**src/rtl/sram_2p_init.sv**
```systemverilog
// sram_2p_init: simple-dual-port synchronous SRAM with byte enables, 1/2-cycle read latency
// and a clear sequencer that zeroes every location after reset or on CLR.
`default_nettype none

module sram_2p_init #(
  parameter int DATA_W   = 8,
  parameter int ADDR_W   = 4,
  parameter int OUT_REG  = 0,
  parameter int WR_FIRST = 0
) (
  input  logic                CLK,
  input  logic                RST_N,
  input  logic                CLR,
  input  logic                WREN,
  input  logic [ADDR_W-1:0]   WADDR,
  input  logic [DATA_W-1:0]   WDATA,
  input  logic [DATA_W/8-1:0] WBE,
  input  logic                RDEN,
  input  logic [ADDR_W-1:0]   RADDR,
  output logic [DATA_W-1:0]   RDATA,
  output logic                RVALID,
  output logic                BUSY
);

  localparam int DEPTH = 2 ** ADDR_W;
  localparam int NB    = DATA_W / 8;

  typedef enum logic [0:0] {
    INIT  = 1'b0,
    READY = 1'b1
  } state_t;

  state_t              state, state_nxt;
  logic [ADDR_W-1:0]   cnt, cnt_nxt;
  logic                init_wr, wr_go, rd_go;
  logic [DATA_W-1:0]   rd_word;
  logic [DATA_W-1:0]   mem [DEPTH];

  always_ff @(posedge CLK) begin
    if (!RST_N) begin
      state <= INIT;
      cnt   <= '0;
    end else begin
      state <= state_nxt;
      cnt   <= cnt_nxt;
    end
  end

  always_comb begin
    state_nxt = state;
    cnt_nxt   = cnt;
    init_wr   = 1'b0;
    wr_go     = 1'b0;
    rd_go     = 1'b0;
    case (state)
      INIT: begin
        init_wr = 1'b1;
        cnt_nxt = cnt + 1'b1;
        if (&cnt) state_nxt = READY;
      end
      READY: begin
        if (CLR) begin
          state_nxt = INIT;
          cnt_nxt   = '0;
        end else begin
          wr_go = WREN;
          rd_go = RDEN;
        end
      end
      default: state_nxt = INIT;
    endcase
  end

  assign BUSY = (state == INIT);

  // Memory contents are deliberately untouched while reset is held.
  always_ff @(posedge CLK) begin
    if (RST_N) begin
      if (init_wr) begin
        mem[cnt] <= '0;
      end else if (wr_go) begin
        for (int i = 0; i < NB; i++) begin
          if (WBE[i]) mem[WADDR][8*i +: 8] <= WDATA[8*i +: 8];
        end
      end
    end
  end

  // The array read sees pre-write contents; write-first merges the enabled bytes in.
  always_comb begin
    rd_word = mem[RADDR];
    if ((WR_FIRST != 0) && wr_go && (WADDR == RADDR)) begin
      for (int i = 0; i < NB; i++) begin
        if (WBE[i]) rd_word[8*i +: 8] = WDATA[8*i +: 8];
      end
    end
  end

  generate
    if (OUT_REG != 0) begin : g_out_reg
      logic [DATA_W-1:0] pipe_data;
      logic              pipe_vld;

      always_ff @(posedge CLK) begin
        if (!RST_N) begin
          pipe_data <= '0;
          pipe_vld  <= 1'b0;
          RDATA     <= '0;
          RVALID    <= 1'b0;
        end else begin
          pipe_vld <= rd_go;
          if (rd_go) pipe_data <= rd_word;
          RVALID <= pipe_vld;
          if (pipe_vld) RDATA <= pipe_data;
        end
      end
    end else begin : g_no_out_reg
      always_ff @(posedge CLK) begin
        if (!RST_N) begin
          RDATA  <= '0;
          RVALID <= 1'b0;
        end else begin
          RVALID <= rd_go;
          if (rd_go) RDATA <= rd_word;
        end
      end
    end
  endgenerate

endmodule

`default_nettype wire

```
**config.mk**
```make
export PLATFORM = sky130hd
export DESIGN_NAME = sram_2p_init
export DESIGN_NICKNAME = d
export VERILOG_FILES = /design/src/rtl/sram_2p_init.sv
export SDC_FILE = /design/constraint.sdc
export NUM_CORES = 1
export LEC_CHECK = 0
export ABC_CLOCK_PERIOD_IN_PS = 2300
export BUFFER_PORTS_ARGS = -buffer_cell sky130_fd_sc_hd__buf_2
export CORE_MARGIN = 2
export CORE_UTILIZATION = 50
export DETAILED_ROUTE_END_ITERATION = 10
export HOLD_SLACK_MARGIN = 0.02
export PLACE_DENSITY = 0.68
export SYNTH_ARGS = -nofsm -noshare
export SYNTH_HDL_FRONTEND = slang
export SYNTH_SLANG_ARGS = --single-unit
export TNS_END_PERCENT = 5
```
**constraint.sdc**
```tcl
create_clock -name CLK -period 2.3 [get_ports CLK]
set_input_delay 0.115 -clock CLK [delete_from_list [all_inputs] [get_ports CLK]]
set_output_delay 0.115 -clock CLK [all_outputs]
set_load 0.02 [all_outputs]
```
* Word level (Yosys, flattened, before mapping) *
Memories as Yosys holds them, arrays and structs flattened. A register that Yosys moved wholly into a read port is not among the register bits.
Index checks and enable logic that the tools add are counted.
W data, S select, Z words.

word-level totals
  register bits = 6
  RAM bits = 128
  input bits = 22
  memories kept = 1

memory list
  memory  depth  width  rd ports  clocked after Yosys merged registers in  wr ports  line  RTL
  mem     16     8      1         1                                        1         37    logic [DATA_W-1:0] mem [DEPTH];

cells by class
  $add $sub $neg = 1
  equality and inequality tests = 1
  muxes and demuxes = 20
  bitwise gates (word level) = 1
  reduce and logical (&&, ||, !) cells = 3

operators by type and width
  cell                   number
  $mux W1                15
  $mux W4                2
  $mux W8                1
  $pmux W4 S2            1
  $reduce_or A8 Y1       1
  $add A4 B1 Y4 const B  1
  $reduce_and A4 Y1      1
  $ne A2 B2 Y1 const B   1
  $pmux W1 S2            1
  $logic_not A1 Y1       1
  $not A1 Y1             1

* Longest topological paths before layout *
  depth in word-level cells = 8
  mapped depth = 7

* Worst setup path after synthesis *
No wires, ideal clock.

  path type = reg2reg
  start point = register state
  end point = memory mem[11][0], enable pin
  setup time = 370 ps
  arrival time = 1708 ps
  data required time = 1930 ps
  slack = 222 ps
  stages on the path, launching flop included = 7
  path buffers = 2
  period minus slack after synthesis = 2078 ps
  path through = dfxtp_1 -> buf_2 -> nor2b_4 -> and4_1 -> buf_2 -> mux2_2 -> nor2_1

on the way
  word-level cells in the longest chain between the ends = 7
  elaborated cells on any way between the ends = 11
  those cells by class = mux: 10; reduce/logical: 1

RTL lines
  element                                              line  RTL
  start, declared                                      33    state_t state, state_nxt;
  start signal, assigned                               44    state <= state_nxt;
  $mux W1                                              55    case (state)
  $mux W1                                              81    end else if (wr_go) begin
  $mux W1                                              79    if (init_wr) begin
  $mux W1                                              78    if (RST_N) begin
  $mux W1 (not written as such)                        83    if (WBE[i]) mem[WADDR][8*i +: 8] <= WDATA[8*i +: 8];
  $reduce_or A8 Y1 (no line)                           -
  $mux W4 (no line) / $mux W1 (equally long branches)  -
  end, declared                                        37

Parallel ways exist; a longest one is shown, timed or not.

* Worst setup path in the final report *
  start point = register state
  end point = memory mem[1][0], enable pin

Same word-level chain as after synthesis.

==> run_results.csv <==
group,metric,value,unit
critical_path,worst_ep_required_time,2.35,ns
critical_path,ff2ff_path_depth,4,
worst_hold_path,min-delay-path-class,"in2reg",
placement,dp.final_hpwl,7710,microns
critical_path,crit_path_cell_trace,"nor2b_4, and4_1, a32oi_1, nor2_1",
timing,timing_worst_slew_pin_value,0.762,ns
floorplanning,floorplan.die.width,111,microns
routing,detailroute.via_count,3021,
critical_path,critPathMaxStageDelay,0.61,ns
yosys,yosys.area.top_type_share,0.677,
global_routing,first_global_vias,3015,
critical_path,worstSetupStartpointType,"flop",
floorplanning,coreArea,11000,sq um
critical_path,critPathSlowestCell,"sky130_fd_sc_hd__nor2_1",
critical_path,reg2reg_setup_slack,0.18,ns
routing,drc,0,
routing,drt_pre_antenna_iters,5,
timing,rsz0062_at_grt,"no",
floorplanning,die_area,12200,sq um
clock_tree,clock-sinks,142,
final_layout,area_delta_synth_final,18.7,%
clock_tree,tritoncts,"built",
final_layout,utilization,0.614,
global_routing,maximum_number_of_pins_on_one_net_before_global_route_repair,28,
final_layout,num-nets-final,401,
timing,finalCritPeriodShare,0.923,
yosys,syn_avg_cell_area,18.4,sq um
timing,final_hold_viol_count,0,
pwr,ir_drop,499,uV
timing,fin_crit,2.12,ns
yosys,synth.cells.most_frequent,"sky130_fd_sc_hd__edfxtp_1, sky130_fd_sc_hd__mux2i_1, sky130_fd_sc_hd__nor2_1",
timing,setup_slack,0.177,ns
worst_hold_path,timing.hold.worst_endpoint,"cnt[1]$_SDFFE_PN0P_",
clock_tree,root_buffer,"sky130_fd_sc_hd__clkbuf_16",
yosys,yosysSeqAreaShare,0.726,
global_routing,grt_pass1_wl,17500,microns
critical_path,rr_endpoint,"mem[1][0]$_DFFE_PP_",
clock_tree,max-clock-path-buffers,2,
placement,pre_cts_ws,0.129,ns
routing,final_antenna_net_count,0,
run,maxCapViolCount,0,
placement,buffer_ports.inserted,31,
floorplanning,ioPinCount,32,
clock_tree,path_clk_slew,0.06,ns
clock_tree,tritoncts_buffers,17,
global_routing,antenna_found_initial,0,
timing,relSlewSlack,0.490,
placement,gp_routability_congestion,0.824,
pwr,power_density,818,nW/um^2
yosys,ys_seq_elements,142,
routing,drt_wl_total,11500,microns
global_routing,globalRouteOverflowTotal,0,
routing,detail_route.iter0.violations,188,
critical_path,reg2reg_from,"state$_SDFF_PN0_",
yosys,synth.area.top_cells,"sky130_fd_sc_hd__edfxtp_1, sky130_fd_sc_hd__mux4_2, sky130_fd_sc_hd__dfxtp_1, sky130_fd_sc_hd__mux2i_1, sky130_fd_sc_hd__mux4_1",
clock_tree,clk-insertion-delay-late,0.42,ns
yosys,ys.warnings.count,0,
yosys,syn_nets,331,
critical_path,worst-endpoint-arrival,2.17,ns
global_routing,global_route.usage.total,0.199,
routing,routed_length_per_instance,21.6,microns
floorplanning,initial_core_util,0.517,
timing,fmax,0.471,GHz
timing,report.final.slew_viol_count,0,
yosys,synthArstFlopShare,0,
yosys,synth.distinct_cells,34,
worst_hold_path,holdCritStartpoint,"CLR",
floorplanning,floorplan.die.height,111,microns
critical_path,end_kind,"flop",
status,outcome,"complete, no violations",
clock_tree,cts_max_level,4,
final_layout,fraction_of_layout_instances_using_a_drive_strength_above_1,0.302,
pwr,leakage,2.26,nW
timing,setup_violators_final,0,
yosys,library_cell_with_the_highest_instance_count_after_synthesis,"sky130_fd_sc_hd__edfxtp_1",
yosys,synthesis.instances,308,
yosys,synthesis.area,5680,sq um
critical_path,critical_path_peak_fanout,9,
yosys,synth_ff_type,"sky130_fd_sc_hd__edfxtp_1",
yosys,synth.largest_area_cell,"sky130_fd_sc_hd__edfxtp_1",
yosys,synth-edff-count,128,
timing,aggregate_negative_setup_slack,0,ns
worst_hold_path,holdPathStages,4,
floorplanning,placementRows,38,
critical_path,criticalPathCategory,"reg2reg",
timing,final.setup_skew,0.00535,ns
routing,drt-vias-per-instance,5.69,
final_layout,insertedDiodeCount,0,
-- timing repair --
action,in CTS,in global routing
setup buffers,0,0
setup endpoints to repair,0,8
hold buffers,2,0
endpoints found under the hold margin,3,0
resized for setup,0,1
-- flip-flops by register name, indices dropped and copies added, names as in the netlist --
name    count
mem       128
RDATA       8
RVALID      1
cnt         4
state       1
-- power breakdown --
| part | total, mW | leakage, nW | switching (mW) | internal [mW] |
|---|---|---|---|---|
| Clock | 2.49 | 0.260 | 1.07 | 1.42 |
| Sequential | 2.82 | 1.22 | 0.0131 | 2.80 |
| Combinational | 0.213 | 0.784 | 0.117 | 0.0955 |
| Total | 5.52 | 2.26 | 1.20 | 4.32 |
-- metrics by stage --
step | std cells | hold WS, ns | power [mW] | cell area [sq um]
after global placement | 497 | 0.426 | 3.08 | 6170
final | 531 | 0.0783 | 5.52 | 6750
after detailed placement | 497 | 0.423 | 3.08 | 6170
after global routing | 531 | 0.103 | 5.70 | 6750
after floorplan | 308 | 0.293 | 3.00 | 5680
after CTS | 531 | 0.0683 | 5.55 | 6740
-- how the worst max path moves through the flow --
stage | from | endpoint | slack (ns) | depth (start not counted)
floorplan | state$_SDFF_PN0_ | mem[11][0]$_DFFE_PP_ | 0.22 | 6
global placement | state$_SDFF_PN0_ | mem[1][4]$_DFFE_PP_ | 0.28 | 4
detailed placement | state$_SDFF_PN0_ | mem[4][2]$_DFFE_PP_ | 0.13 | 4
CTS | state$_SDFF_PN0_ | mem[4][1]$_DFFE_PP_ | 0.12 | 4
global route | state$_SDFF_PN0_ | mem[12][3]$_DFFE_PP_ | 0.05 | 4
finish | state$_SDFF_PN0_ | mem[1][0]$_DFFE_PP_ | 0.18 | 4
-- final cells by class --
cell class              instances  area (sq um)
fillers                       762          4240
flip-flops and latches        142          4120
multi-input cells             148          1460
clock buffers                  18           439
repair buffers                 64           420
well taps                     140           175
clock inverters                14           110
inverters                       5          18.8
-- cell usage in the layout, fill, tap and decap left out, drive strengths merged --
cell type	instances
nand2	7
a21oi	2
and2	8
edfxtp	128
clkinv	6
o211a	1
clkbuf	18
nor2b	8
a32oi	10
nand2b	8
o221a	1
dlygate4sd3	2
ha	1
dfxtp	14
and2b	1
clkinvlp	4
inv	9
mux2i	25
and4	2
mux4	25
and3	1
mux2	2
o21ai	9
nor2	22
a21boi	1
buf	62
a22oi	9
nor3b	1
nor3	2
a31oi	2
-- logic make-up (layout without fill, tap and decap cells) --
group / Yosys count / count (layout) / share of synthesized area
DFF: 142 / 142 / 0.726
and+or+nand+nor: 60 / 60 / 0.0564
muxes: 52 / 52 / 0.152
AOI/OAI and AO/OA: 35 / 35 / 0.0452
buffers and inverters: 18 / 101 / 0.0178
adders and majority gates: 1 / 1 / 0.00220
-- metal layers --
metal,up-vias,global-route usage,wire length (microns)
met5,-,0,0
met2,115,0.295,5430
li1,1385,-,-
met1,1505,0.279,5070
met4,0,0.0800,279
met3,16,0.0593,701
-- critical path, delay by kind of cell (launching register included) --
kind	cells	cell delay, ns
flip-flops	1	0.33
AO/OA/AOI/OAI	1	0.19
AND/OR/NAND/NOR	3	1.23
No activity file was read; power rests on OpenSTA's default activity.
